## config.mk

```make
export PLATFORM = sky130hd
export DESIGN_NAME = decode_pipe
export DESIGN_NICKNAME = d
export VERILOG_FILES = /design/src/rtl/decode_pkg.sv /design/src/rtl/decode_pipe_imm_gen.sv /design/src/rtl/decode_pipe.sv
export SDC_FILE = /design/constraint.sdc
export NUM_CORES = 1
export LEC_CHECK = 0
export ABC_AREA = 0
export BUFFER_PORTS_ARGS = -buffer_cell sky130_fd_sc_hd__clkbuf_2
export CORE_MARGIN = 2
export CORE_UTILIZATION = 35
export DETAILED_ROUTE_END_ITERATION = 8
export SYNTH_ARGS = -nofsm -noshare
export SYNTH_HDL_FRONTEND = slang
export SYNTH_HIERARCHICAL = 1
export SYNTH_SLANG_ARGS = --single-unit
```

## constraint.sdc

```tcl
create_clock -name clk -period 5.95 [get_ports clk]
set_input_delay 1.19 -clock clk [delete_from_list [all_inputs] [get_ports clk]]
set_output_delay 1.19 -clock clk [all_outputs]
set_load 0.01 [all_outputs]
```

## src/rtl/decode_pkg.sv

```systemverilog
// Shared types and RV32I opcode constants for the decode stage.
// Kept width-independent so every DWIDTH/AWIDTH variant of the pipe can use it.
package decode_pkg;

    typedef enum logic [2:0] {
        FMT_R       = 3'd0,
        FMT_I       = 3'd1,
        FMT_S       = 3'd2,
        FMT_B       = 3'd3,
        FMT_U       = 3'd4,
        FMT_J       = 3'd5,
        FMT_ILLEGAL = 3'd6
    } fmt_e;

    localparam logic [6:0] OPC_LUI     = 7'b0110111;
    localparam logic [6:0] OPC_AUIPC   = 7'b0010111;
    localparam logic [6:0] OPC_JAL     = 7'b1101111;
    localparam logic [6:0] OPC_JALR    = 7'b1100111;
    localparam logic [6:0] OPC_BRANCH  = 7'b1100011;
    localparam logic [6:0] OPC_LOAD    = 7'b0000011;
    localparam logic [6:0] OPC_STORE   = 7'b0100011;
    localparam logic [6:0] OPC_OPIMM   = 7'b0010011;
    localparam logic [6:0] OPC_OP      = 7'b0110011;
    localparam logic [6:0] OPC_MISCMEM = 7'b0001111;
    localparam logic [6:0] OPC_SYSTEM  = 7'b1110011;

    localparam logic [6:0] FUNCT7_BASE = 7'b0000000;
    localparam logic [6:0] FUNCT7_ALT  = 7'b0100000;

    // The fixed-width part of a decode entry; the pipe wraps it with pc/insn/imm
    // whose widths follow the module parameters.
    typedef struct packed {
        logic [6:0] opcode;
        logic [4:0] rd;
        logic [2:0] funct3;
        logic [4:0] rs1;
        logic [4:0] rs2;
        logic [6:0] funct7;
        logic [4:0] shamt;
        fmt_e       fmt;
        logic       illegal;
    } dec_bundle_t;

endpackage

```

## src/rtl/decode_pipe_imm_gen.sv

```systemverilog
// Combinational RV32I format classifier, legality check and immediate generator.
// Only insn[31:0] is examined; the immediate is sign-extended to DWIDTH.
module imm_gen
    import decode_pkg::*;
#(
    parameter int DWIDTH = 32
) (
    input  logic [31:0]       i_insn,
    output logic [DWIDTH-1:0] o_imm,
    output fmt_e              o_fmt,
    output logic              o_illegal
);

    logic [6:0]  w_opcode;
    logic [2:0]  w_funct3;
    logic [6:0]  w_funct7;
    fmt_e        w_fmt;
    logic [31:0] w_imm32;

    assign w_opcode = i_insn[6:0];
    assign w_funct3 = i_insn[14:12];
    assign w_funct7 = i_insn[31:25];

    // Any opcode whose low bits are not 2'b11 misses every case item and stays illegal.
    always_comb begin
        w_fmt = FMT_ILLEGAL;
        case (w_opcode)
            OPC_LUI, OPC_AUIPC: w_fmt = FMT_U;
            OPC_JAL:            w_fmt = FMT_J;
            OPC_JALR:           if (w_funct3 == 3'b000) w_fmt = FMT_I;
            OPC_BRANCH:         if (w_funct3 != 3'b010 && w_funct3 != 3'b011) w_fmt = FMT_B;
            OPC_LOAD:           if (w_funct3 != 3'b011 && w_funct3 != 3'b110 && w_funct3 != 3'b111) w_fmt = FMT_I;
            OPC_STORE:          if (w_funct3 <= 3'b010) w_fmt = FMT_S;
            OPC_OPIMM: begin
                if (w_funct3 == 3'b001) begin
                    if (w_funct7 == FUNCT7_BASE) w_fmt = FMT_I;
                end else if (w_funct3 == 3'b101) begin
                    if (w_funct7 == FUNCT7_BASE || w_funct7 == FUNCT7_ALT) w_fmt = FMT_I;
                end else begin
                    w_fmt = FMT_I;
                end
            end
            OPC_OP: begin
                if (w_funct7 == FUNCT7_BASE) w_fmt = FMT_R;
                else if (w_funct7 == FUNCT7_ALT && (w_funct3 == 3'b000 || w_funct3 == 3'b101)) w_fmt = FMT_R;
            end
            OPC_MISCMEM, OPC_SYSTEM: w_fmt = FMT_I;
            default: w_fmt = FMT_ILLEGAL;
        endcase
    end

    always_comb begin
        w_imm32 = 32'd0;
        case (w_fmt)
            FMT_I: w_imm32 = {{20{i_insn[31]}}, i_insn[31:20]};
            FMT_S: w_imm32 = {{20{i_insn[31]}}, i_insn[31:25], i_insn[11:7]};
            FMT_B: w_imm32 = {{19{i_insn[31]}}, i_insn[31], i_insn[7], i_insn[30:25], i_insn[11:8], 1'b0};
            FMT_U: w_imm32 = {i_insn[31:12], 12'd0};
            FMT_J: w_imm32 = {{11{i_insn[31]}}, i_insn[31], i_insn[19:12], i_insn[20], i_insn[30:21], 1'b0};
            default: w_imm32 = 32'd0;
        endcase
    end

    assign o_imm     = DWIDTH'($signed(w_imm32));
    assign o_fmt     = w_fmt;
    assign o_illegal = (w_fmt == FMT_ILLEGAL);

endmodule

```

## src/rtl/decode_pipe.sv

```systemverilog
// Handshaked RV32I decode stage: decodes on accept, then holds results in an
// output register backed by one skid register so in_ready_o can be registered.
module decode_pipe
    import decode_pkg::*;
#(
    parameter int DWIDTH = 32,
    parameter int AWIDTH = 32
) (
    input  logic              clk,
    input  logic              rst,
    input  logic              in_valid_i,
    output logic              in_ready_o,
    input  logic [AWIDTH-1:0] pc_i,
    input  logic [DWIDTH-1:0] insn_i,
    input  logic              flush_i,
    output logic              out_valid_o,
    input  logic              out_ready_i,
    output logic [AWIDTH-1:0] pc_o,
    output logic [DWIDTH-1:0] insn_o,
    output logic [6:0]        opcode_o,
    output logic [4:0]        rd_o,
    output logic [2:0]        funct3_o,
    output logic [4:0]        rs1_o,
    output logic [4:0]        rs2_o,
    output logic [6:0]        funct7_o,
    output logic [4:0]        shamt_o,
    output logic [DWIDTH-1:0] imm_o,
    output fmt_e              fmt_o,
    output logic              illegal_o
);

    typedef struct packed {
        logic [AWIDTH-1:0] pc;
        logic [DWIDTH-1:0] insn;
        logic [DWIDTH-1:0] imm;
        dec_bundle_t       dec;
    } entry_t;

    logic [DWIDTH-1:0] w_imm;
    fmt_e              w_fmt;
    logic              w_illegal;
    entry_t            w_inEntry;
    logic              w_accept;
    logic              w_outFree;

    entry_t r_out;
    entry_t r_skid;
    logic   r_outValid;
    logic   r_skidValid;

    imm_gen #(
        .DWIDTH (DWIDTH)
    ) u_immGen (
        .i_insn    (insn_i[31:0]),
        .o_imm     (w_imm),
        .o_fmt     (w_fmt),
        .o_illegal (w_illegal)
    );

    always_comb begin
        w_inEntry             = '0;
        w_inEntry.pc          = pc_i;
        w_inEntry.insn        = insn_i;
        w_inEntry.imm         = w_imm;
        w_inEntry.dec.opcode  = insn_i[6:0];
        w_inEntry.dec.rd      = insn_i[11:7];
        w_inEntry.dec.funct3  = insn_i[14:12];
        w_inEntry.dec.rs1     = insn_i[19:15];
        w_inEntry.dec.rs2     = insn_i[24:20];
        w_inEntry.dec.funct7  = insn_i[31:25];
        w_inEntry.dec.shamt   = insn_i[24:20];
        w_inEntry.dec.fmt     = w_fmt;
        w_inEntry.dec.illegal = w_illegal;
    end

    assign w_accept  = in_valid_i && in_ready_o;
    assign w_outFree = !r_outValid || out_ready_i;

    // The skid entry is always older than the input, so it wins the output slot;
    // input is never offered then because in_ready_o is low while the skid is full.
    always_ff @(posedge clk) begin
        if (rst) begin
            r_out       <= '0;
            r_skid      <= '0;
            r_outValid  <= 1'b0;
            r_skidValid <= 1'b0;
        end else if (flush_i) begin
            r_outValid  <= 1'b0;
            r_skidValid <= 1'b0;
        end else if (w_outFree) begin
            if (r_skidValid) begin
                r_out       <= r_skid;
                r_outValid  <= 1'b1;
                r_skidValid <= 1'b0;
            end else begin
                r_outValid <= w_accept;
                if (w_accept) begin
                    r_out <= w_inEntry;
                end
            end
        end else if (w_accept) begin
            r_skid      <= w_inEntry;
            r_skidValid <= 1'b1;
        end
    end

    assign in_ready_o  = !r_skidValid;
    assign out_valid_o = r_outValid;
    assign pc_o        = r_out.pc;
    assign insn_o      = r_out.insn;
    assign imm_o       = r_out.imm;
    assign opcode_o    = r_out.dec.opcode;
    assign rd_o        = r_out.dec.rd;
    assign funct3_o    = r_out.dec.funct3;
    assign rs1_o       = r_out.dec.rs1;
    assign rs2_o       = r_out.dec.rs2;
    assign funct7_o    = r_out.dec.funct7;
    assign shamt_o     = r_out.dec.shamt;
    assign fmt_o       = r_out.dec.fmt;
    assign illegal_o   = r_out.dec.illegal;

endmodule
```

==> results of run 1 <==
==> flip-flops by register name, summed over array words and instances, names as in the netlist <==
signal and cells:
pc_o 32, r_skidValid 1, illegal_o 1, imm_o 32
fmt_o 3, r_skid 100, out_valid_o 1, insn_o 32
==> placed cells by master, fill, tap and decap left out, types with 3 or more instances in the layout <==
| master | instances |
|---|---|
| nand2b_1 | 201 |
| a21o_1 | 8 |
| bufinv_16 | 4 |
| clkbuf_1 | 6 |
| o21ai_0 | 3 |
| mux2i_1 | 202 |
| a211oi_2 | 100 |
| a21o_2 | 12 |
| nor2_1 | 7 |
| nand3_1 | 3 |
| and2_1 | 6 |
| a22o_1 | 4 |
| nand2_1 | 12 |
| clkbuf_2 | 206 |
| a21oi_1 | 102 |
| clkbuf_8 | 5 |
| o211ai_1 | 4 |
| buf_4 | 9 |
| inv_1 | 4 |
| clkbuf_16 | 27 |
| dfxtp_1 | 201 |
==> worst max-delay path, stage by stage <==
cell and delay, ns:
clkbuf_2 0.13, nor4_1 0.56, a311oi_1 0.21, or3_4 0.43, a211oi_4 0.44, o2bb2ai_2 0.34, a21o_2 0.18, mux2i_1 0.08
a211oi_2 0.25
==> kinds of logic after synthesis <==
family | after synthesis | share of synthesized area
AND/OR/NAND/NOR | 252 | 0.1470
flip-flops | 202 | 0.3776
XOR/XNOR | 1 | 0.0008179
AO/OA/AOI/OAI | 252 | 0.2040
buffers and inverters | 136 | 0.08189
multiplexers | 202 | 0.1888
==> area by class of cell <==
class / count / area share
Clock inverter: 8 / 0.01187
Inverter: 4 / 0.001207
Tap cell: 396 / 0.03983
Timing Repair Buffer: 218 / 0.09275
Multi-Input combinational cell: 707 / 0.4673
Sequential cell: 202 / 0.3254
Clock buffer: 38 / 0.06166
==> worst paths after layout <==
kind / startpoint / to / slack (ns) / cells past startpoint
worst min register to register: r_skid[46]$_SDFFE_PP0P_ / r_skid[46]$_SDFFE_PP0P_ / 0.47 / 2
worst max-delay path: insn_i[25] / imm_o[25]$_SDFFE_PP0P_ / 2.58 / 9
worst max register to register: r_skidValid$_SDFFE_PP0P_ / insn_o[2]$_SDFFE_PP0P_ / 3.27 / 4
worst min-delay path: r_skid[46]$_SDFFE_PP0P_ / r_skid[46]$_SDFFE_PP0P_ / 0.47 / 2
==> routing by layer <==
metal / share of wire / GRT usage
met1: 0.47 / 0.2300
met2: 0.47 / 0.2795
met4: 0.020 / 0.03794
met5: 0 / 0
met3: 0.046 / 0.03138
==> per-stage QoR <==
step           hold WS (ns)    util
3_3_place_gp         0.4573  0.3797
4_1_cts              0.4758  0.4098
5_1_grt              0.4886  0.4098
6_report             0.4686  0.4098
2_1_floorplan        0.4478       -
3_5_place_dp         0.4645  0.3797
==> power breakdown <==
part           total [mW]  leakage (nW)  internal [mW]  switching [mW]
combinational       0.410          2.34          0.168           0.241
clock                1.67         0.448           1.06           0.604
sequential           1.44          1.65           1.40          0.0343
total                3.51          4.44           2.63           0.880
==> summary.md, run 1 <==
| Metric | Value |
|---|---|
| Final WL | `27.88 mm` |
| Total power | `3.512 mW` |
| F_max | `297.1 MHz` |
| Antenna-violating nets left | `0` |
| Synth Instances | `1,045` |
| RD Place Congestion | `0.7820` |
| CP Class | `input pin to flip-flop` |
| Root Buffer | `clkbuf_16` |
| H-tree depth | `1` |
| Warnings, synthesis | `6` |
| Final-stage net count | `1,228` |
| Final hold violations | `0` |
| Area grow syn2layout | `16.13%` |
| CP max FO | `11` |
| Setup TNS | `0 ns` |
| Reg area | `4048 sq um` |
| Synthesized area | `10,710 sq um` |
| Clk_skew | `0.008930 ns` |
| # rows | `64` |
| Mapped Nets | `1,114` |
| Placed cells | `1,527` |
| Critical Path Source Type | `input pin` |
| Chip Width | `178.9 um` |
| Post-layout instance area | `12,440 sq um` |
| Count of final setup violators | `0` |
| Maximum vdd drop | `0.2161 mV` |
| Crit path arrival time | `3.81 ns` |
| Maxcap violations | `0` |
| Post-cts resize count | `0` |
| Starting DRT DRC Count | `405` |
| Leak | `4.438 nW` |
| Worst-path clk slew | `0.05 ns` |
| Ys flop type | `dfxtp_1` |
| Synth area leader | `dfxtp_1` |
| Post-DR vias/cell | `5.059` |
| Die ar. | `32,020 sq um` |
| CTS buffer count | `26` |
| Hold Path Class | `flip-flop to flip-flop` |
| Antenna diodes | `0` |
| CTS Buffer Depth | `3` |
| Drt drc | `0` |
| Number of global-route vias before repair | `7,727` |
| CTS tree | `yes` |
| FILL cells | `2,953` |
| Max-slew headroom | `0.2077` |
| RSZ-0062 raised after global routing | `no` |
| Post-synth EDFFs | `0` |
| Layout Cells excl Fill | `1,573` |
| Synth top cells by count | `dfxtp_1 (202), mux2i_1 (202), nand2b_1 (201)` |
| #FFs+latches synth | `202` |
| Multi-input gate area | `5812 sq um` |
| Final worst slack | `2.584 ns` |
| Ys async rst share | `0` |
| Post-CTS Setup Bufs | `0` |
| DP Area | `11,520 sq um` |
| Ranking of synthesized cells by area | `dfxtp_1 (38%), mux2i_1 (19%), nand2b_1 (12%)` |
| Initial antenna violation count | `0` |
| Post-Syn Area per Cell | `10.25 sq um` |
| Core Footprint | `30,350 sq um` |
| IO Pins | `208` |
| HPWL Detailed | `17.43 mm` |
| First-pass GRT wire length | `43.37 mm` |
| PortBufs | `207` |
| Clock Sinks | `202` |
| Sequential area share after synthesis | `0.3776` |
| Period utilization | `0.5657` |
| Hold-fix buffers, CTS | `0` |
| GR Overflow Total | `0` |
| Critical Path End Type | `flip-flop` |
| Netlist cell types | `53` |
| PD cells | `282.4 nW/um^2` |
| Pre-CTS setup slack | `2.137 ns` |
| Synth top area share | `0.3776` |
| Pre-Repair DR Iteration Count | `7` |
| Starting Density | `0.3529` |
| Crit path required time | `6.39 ns` |
| Largest net degree at the start of global routing | `167` |
| Status | `complete, no violations` |
| Routed length per instance | `17.73 um` |
| Layout cells sized above 1 | `0.3280` |
| Final Critical Period | `3.366 ns` |
| Die Ht | `178.9 um` |
| Worst-skew pair later-pin latency | `0.52 ns` |
| Pins Over Slew Limit | `0` |
| Total global-route track usage | `0.1697` |
| Actual slew at the worst max-slew pin | `1.188 ns` |
| Via count | `7,958` |
Note: power is estimated with default switching activity, not from simulation.
==> run 2: changes to the inputs <==
Settings changed: ABC_AREA 0 to 1.
Clock period 5.95 ns to 3.4 ns, I/O delays scaled along.
==> summary.md, run 2 <==
| Metric | Value |
|---|---|
| Status | `complete, no violations` |
| Pre-Repair DR Iteration Count | `5 (-2)` |
| Hold-fix buffers, CTS | `0 (unchanged)` |
| Chip Width | `179.3 um (+0.19%)` |
| Maxcap violations | `0 (unchanged)` |
| H-tree depth | `1 (unchanged)` |
| WL met3 | `1.521 mm (+18%)` |
| PD cells | `459.8 nW/um^2 (+63%)` |
| Switch share | `0.2697 (+0.01926)` |
| Max-slew headroom | `0.4311 (+0.2234)` |
| Synth top area share | `0.3761 (-0.001494)` |
| Initial antenna violation count | `2 (+2)` |
| CP max FO | `6 (-5)` |
| Count of final setup violators | `0 (unchanged)` |
| Core Footprint | `30,430 sq um (+0.26%)` |
| Combinational Power Share | `0.128 (+0.011)` |
| Depth of the worst register-to-register path | `5 (+1)` |
| Routed length per instance | `12.99 um (-27%)` |
| Ys async rst share | `0 (unchanged)` |
| Final worst slack | `1.111 ns (-1.473 ns)` |
| Setup TNS | `0 ns (unchanged)` |
| Number of global-route vias before repair | `8,922 (+15%)` |
| Hold WS | `0.4255 ns (-0.04305 ns)` |
| Worst-skew pair later-pin latency | `0.53 ns (about the same)` |
| Hold Path Class | `input pin to flip-flop` |
| Layout cells sized above 1 | `0.1652 (-0.1627)` |
| Final WL | `29.47 mm (+5.7%)` |
| CTS Buffer Depth | `3 (unchanged)` |
| Most flops, register | `r_skid` |
| Via count | `10,250 (+29%)` |
| CP Class | `input pin to flip-flop` |
| Period utilization | `0.6732` |
| Layout Cells excl Fill | `2,268 (+44%)` |
| Final-stage net count | `1,928 (+57%)` |
| Ranking of synthesized cells by area | `dfxtp_1 (38%), nand2_1 (16%), nor2_1 (15%)` |
| Critical R2R Launch | `out_valid_o$_SDFFE_PP0P_` |
| Sequential area share after synthesis | `0.3761 (-0.001494)` |
| F_max | `436.9 MHz` |
| Mapped Nets | `1,817 (+63%)` |
| FILL cells | `3,256 (+10%)` |
| Pins Over Slew Limit | `0 (unchanged)` |
| # rows | `64 (unchanged)` |
| #FFs+latches synth | `202 (unchanged)` |
| CTS tree | `yes` |
| Synthesized area | `10,750 sq um (+0.40%)` |
| Commonest non-fill, non-tap cell in the layout | `nand2_1` |
| Netlist cell types | `28 (-47%)` |
| Post-CTS Setup Bufs | `0 (unchanged)` |
| Largest net degree at the start of global routing | `201 (+20%)` |
| Leak | `6.312 nW (+42%)` |
| Die ar. | `32,140 sq um (+0.39%)` |
| Starting DRT DRC Count | `721 (+78%)` |
| IO Pins | `208 (unchanged)` |
| Post-synth EDFFs | `0 (unchanged)` |
| First-pass GRT wire length | `46.40 mm (+7.0%)` |
| Max reg flops | `100 (unchanged)` |
| Maximum vdd drop | `0.2912 mV (+35%)` |
| Critical Path End Type | `flip-flop` |
| Hold path startpoint | `rst` |
| Antenna-violating nets left | `0 (unchanged)` |
| Synth top cells by count | `nand2_1 (465), nor2_1 (428), inv_1 (220)` |
| Final hold violations | `0 (unchanged)` |
| Clock power share | `0.427 (-0.047)` |
| Area grow syn2layout | `15.18%` |
| Worst Hold End | `out_valid_o$_SDFFE_PP0P_` |
| Met2 wire length | `13.31 mm (+2.0%)` |
| Critical Path Source Type | `input pin` |
| Post-DR vias/cell | `4.519 (-11%)` |
| Pre-CTS setup slack | `0.6078 ns (-1.529 ns)` |
| Post-layout instance area | `12,390 sq um (-0.42%)` |
| Psw | `1.536 mW (+75%)` |
| Die Ht | `179.3 um (+0.19%)` |
| Crit path arrival time | `2.74 ns (-1.07 ns)` |
| Clk_skew | `0.01075 ns (+0.001816 ns)` |
| Final Critical Period | `2.289 ns` |
| Most frequent cells in the layout | `nand2_1 (465), nor2_1 (428), inv_1 (219)` |
| RSZ-0062 raised after global routing | `no` |
| GR Overflow Total | `0 (unchanged)` |
| Post-Syn Area per Cell | `6.151 sq um (-40%)` |
| Drt drc | `0 (unchanged)` |
| Warnings, synthesis | `6 (unchanged)` |
| DP Area | `11,660 sq um (+1.2%)` |
| Worst R2R Setup Slack | `1.61 ns (-1.66 ns)` |
| Worst R2R End | `insn_o[8]$_SDFFE_PP0P_` |
| Total global-route track usage | `0.1779 (+0.008212)` |
| CTS buffer count | `25 (-3.8%)` |
| Clock Sinks | `202 (unchanged)` |
| Placed cells | `2,228 (+46%)` |
| DR top layer | `met4` |
| Root Buffer | `clkbuf_16` |
| Internal | `4.159 mW (+58%)` |
| RD Place Congestion | `0.8576 (+9.7%)` |
| Synth Instances | `1,748 (+67%)` |
| Min-Delay Path Depth | `2 (unchanged)` |
| WL met1 | `13.93 mm (+7.2%)` |
| Actual slew at the worst max-slew pin | `0.8533 ns (-0.3351 ns)` |
| Worst-path clk slew | `0.05 ns (about the same)` |
| Starting Density | `0.3534 (+0.0004693)` |
| PortBufs | `207 (unchanged)` |
| Post-cts resize count | `0 (unchanged)` |
| Count leader, synth | `nand2_1` |
| HPWL Detailed | `19.14 mm (+9.8%)` |
| Ys flop type | `dfxtp_1` |
| Crit path required time | `3.85 ns (-2.54 ns)` |
| Synth area leader | `dfxtp_1` |
| Sequential Power Share | `0.445 (+0.036)` |
-- run 2: cell count changes after synthesis, moves of 12 or more --
cell      change
o21ai_0      +98
nor2_1      +421
nand2b_1    -201
a211oi_2    -100
a21o_2       -12
inv_1       +216
nand2_1     +453
nand2_2      +17
mux2i_1     -202
a21oi_1     -101
nand3_1     +121
-- run 2: kinds of logic (layout without fill, tap and decap cells) --
group | count (synthesis) | count (layout) | share of synthesized area
AO/OA/AOI/OAI | 106 | 106 | 0.05038
AND/OR/NAND/NOR | 1072 | 1072 | 0.4138
other | 0 | 2 | 0
buffers and inverters | 368 | 490 | 0.1598
flip-flops | 202 | 202 | 0.3761
-- run 2: cell type report --
cell class | instances | area [sq um] | share of cell area
diodes | 2 | 5.005 | 0.0004041
multi-input cells | 1178 | 5009 | 0.4044
repair buffers | 220 | 1234 | 0.09961
well taps | 396 | 495.5 | 0.04000
clock buffers | 35 | 673.1 | 0.05435
inverters | 232 | 878.3 | 0.07092
flip-flops and latches | 202 | 4048 | 0.3268
clock inverters | 3 | 43.79 | 0.003536
-- run 2: layer usage --
metal | GRT usage | vias to the layer above
met4 | 0.05343 | 0
met5 | 0 | -
met1 | 0.2447 | 4567
li1 | - | 5387
met2 | 0.2864 | 248
met3 | 0.02714 | 48
-- run 2: worst max-delay path, cell delays in order --
cell,delay (ns)
clkbuf_2,0.09
nand2_1,0.14
nor2_2,0.24
nand2_1,0.14
nor2_1,0.13
nand2_2,0.09
nand2_2,0.11
nor2_1,0.09
nand2_1,0.17
nor2_2,0.10
nor3b_1,0.23
inv_1,0.08
o21ai_0,0.23
nor2_1,0.08
nor2_1,0.12
-- run 2: how the worst max path moves through the flow --
stage | start | to | slack, ns
6_report | insn_i[1] | imm_o[7]$_SDFFE_PP0P_ | 1.11
5_1_grt | insn_i[0] | imm_o[7]$_SDFFE_PP0P_ | 0.85
4_1_cts | insn_i[31] | imm_o[7]$_SDFFE_PP0P_ | 1.15
3_5_place_dp | insn_i[31] | imm_o[7]$_SDFFE_PP0P_ | 0.61
3_3_place_gp | insn_i[31] | imm_o[7]$_SDFFE_PP0P_ | 0.60
2_1_floorplan | insn_i[31] | imm_o[20]$_SDFFE_PP0P_ | 1.14
-- run 2: through the flow --
step | util | power [mW]
final | 0.4070 | 5.695
after global routing | 0.4070 | 5.984
after CTS | 0.4069 | 5.802
after detailed placement | 0.3833 | 3.320
after global placement | 0.3833 | 3.314
after floorplan | - | 3.085
-- run 2: power by group through the flow --
stage / clock (mW) / combinational, mW / sequential [mW]
2_1_floorplan: 0 / 0.473 / 2.61
3_3_place_gp: 0 / 0.732 / 2.58
3_5_place_dp: 0 / 0.735 / 2.58
4_1_cts: 2.53 / 0.740 / 2.53
5_1_grt: 2.61 / 0.830 / 2.55
6_report: 2.43 / 0.729 / 2.53
==> run 3: changes to the inputs <==
Clock period 3.4 ns to 2.4 ns, I/O delays scaled along.
==> summary.md, run 3 (synthesized netlist as in run 2, its figures left out) <==
| Metric | Value |
|---|---|
| Status | `complete, no violations` |
| Layout Cells excl Fill | `2,319 (+2.2%)` |
| Critical Path End Type | `flip-flop` |
| First-pass GRT wire length | `47.62 mm (+2.6%)` |
| Routed length per instance | `12.89 um (-0.81%)` |
| CP max FO | `6 (unchanged)` |
| Clock Sinks | `202 (unchanged)` |
| CTS buffer count | `24 (-4.0%)` |
| Max-slew headroom | `0.5673 (+0.1361)` |
| PD cells | `640.3 nW/um^2 (+39%)` |
| Number of global-route vias before repair | `9,241 (+3.6%)` |
| Placed cells | `2,278 (+2.2%)` |
| Leak | `6.598 nW (+4.5%)` |
| Most frequent cells in the layout | `nand2_1 (465), nor2_1 (428), inv_1 (219)` |
| Actual slew at the worst max-slew pin | `0.6491 ns (-0.2042 ns)` |
| Starting Density | `0.3534 (unchanged)` |
| H-tree depth | `1 (unchanged)` |
| PortBufs | `207 (unchanged)` |
| Die ar. | `32,140 sq um (unchanged)` |
| # rows | `64 (unchanged)` |
| Chip Width | `179.3 um (unchanged)` |
| Pins Over Slew Limit | `0 (unchanged)` |
| Commonest non-fill, non-tap cell in the layout | `nand2_1` |
| Crit path required time | `2.85 ns (-1.00 ns)` |
| Largest net degree at the start of global routing | `127 (-37%)` |
| Count of final setup violators | `0 (unchanged)` |
| Hold-fix buffers, CTS | `0 (unchanged)` |
| Maximum vdd drop | `0.4542 mV (+56%)` |
| Via count | `10,280 (+0.27%)` |
| Post-CTS Setup Bufs | `0 (unchanged)` |
| CP Class | `input pin to flip-flop` |
| Layout cells sized above 1 | `0.1883 (+0.02310)` |
| CTS Buffer Depth | `3 (unchanged)` |
| Post-cts resize count | `0 (unchanged)` |
| CTS tree | `yes` |
| Reg area | `4048 sq um (unchanged)` |
| Maxcap violations | `0 (unchanged)` |
| Pre-Repair DR Iteration Count | `5 (unchanged)` |
| Final WL | `29.89 mm (+1.4%)` |
| Final Critical Period | `2.028 ns` |
| Clk_skew | `0.01048 ns (-0.0002676 ns)` |
| Multi-input gate area | `5009 sq um (unchanged)` |
| Critical R2R Launch | `r_skidValid$_SDFFE_PP0P_` |
| Most flops, register | `r_skid` |
| DP Area | `12,110 sq um (+3.9%)` |
| GR Overflow Total | `0 (unchanged)` |
| Critical Path Source Type | `input pin` |
| Final hold violations | `0 (unchanged)` |
| Crit path arrival time | `2.48 ns (-0.26 ns)` |
| Post-DR vias/cell | `4.432 (-1.9%)` |
| Antenna-violating nets left | `0 (unchanged)` |
| RSZ-0062 raised after global routing | `no` |
| Hold path startpoint | `rst` |
| Crit path from | `insn_i[27]` |
| Core Footprint | `30,430 sq um (unchanged)` |
| IO Pins | `208 (unchanged)` |
| Total global-route track usage | `0.1831 (+0.005237)` |
| Worst-skew pair later-pin latency | `0.53 ns (about the same)` |
| HPWL Detailed | `19.77 mm (+3.3%)` |
| Starting DRT DRC Count | `561 (-22%)` |
| Initial antenna violation count | `1 (-1)` |
| RD Place Congestion | `0.9280 (+8.2%)` |
| Area grow syn2layout | `19.70%` |
| Period utilization | `0.8450` |
| Root Buffer | `clkbuf_16` |
| Final-stage net count | `1,977 (+2.5%)` |
| Post-layout instance area | `12,870 sq um (+3.9%)` |
| Die Ht | `179.3 um (unchanged)` |
| Hold Path Class | `input pin to flip-flop` |
| Drt drc | `0 (unchanged)` |
| Worst-path clk slew | `0.06 ns (about the same)` |
| Max reg flops | `100 (unchanged)` |
| F_max | `493.1 MHz` |
| Hold WS | `0.2331 ns (-0.1925 ns)` |
| FILL cells | `3,234 (-0.68%)` |
[run 3: cell count changes in the layout (fill, tap and decap cells not counted)]
cell / before / now
clkinv_4: 0 / 1
buf_4: 5 / 49
clkbuf_8: 1 / 4
diode_2: 2 / 1
clkbuf_1: 9 / 8
buf_12: 8 / 14
inv_6: 2 / 1
[run 3: layer usage]
metal  wire [um]  up-vias  share of wire  GRT usage
li1            -     5495              -          -
met1       14360     4532           0.48     0.2523
met2       13330      198           0.45     0.2921
met3        1257       53          0.042    0.02460
met4         938        0          0.031    0.06519
met5           0        -              0          0
[run 3: final cells by class]
type / instances / area share
Clock inverter: 3 / 0.003402
Inverter: 232 / 0.06824
Multi-Input combinational cell: 1178 / 0.3891
Timing Repair Buffer: 270 / 0.1308
Tap cell: 396 / 0.03850
Sequential cell: 202 / 0.3145
Antenna cell: 1 / 0.0001944
Clock buffer: 37 / 0.05522
[run 3: through the flow]
stage | total power [mW] | utilization | setup TNS [ns] | setup WS (ns)
finish | 8.242 | 0.4230 | 0 | 0.3719
global route | 8.648 | 0.4230 | 0 | 0.1040
CTS | 8.376 | 0.4229 | 0 | 0.4163
detailed placement | 4.756 | 0.3981 | -1.997 | -0.1211
global placement | 4.747 | 0.3981 | -1.685 | -0.1274
floorplan | 4.370 | - | 0 | 0.3395
[run 3: power by group]
group	switching, mW	internal [mW]
clock network	1.44	2.13
registers	0.0876	3.50
logic	0.684	0.407
[run 3: path summary, 6_finish.rpt]
path                               to  slack [ns]  cells after the start
min reg2reg   r_skid[65]$_SDFFE_PP0P_        0.48                      2
min          out_valid_o$_SDFFE_PP0P_        0.23                      2
max reg2reg      pc_o[9]$_SDFFE_PP0P_        0.65                      6
max             imm_o[5]$_SDFFE_PP0P_        0.37                     16
[run 3: critical path: stages]
cell	delay [ns]
clkbuf_2	0.09
nor2_1	0.22
nand2_1	0.16
inv_1	0.08
nand3_1	0.10
nand3_2	0.11
nand2_2	0.07
nor2_1	0.19
buf_4	0.15
o21ai_2	0.07
buf_4	0.16
nor3b_1	0.19
inv_1	0.07
o21ai_0	0.14
nor2_1	0.07
nor2_1	0.13
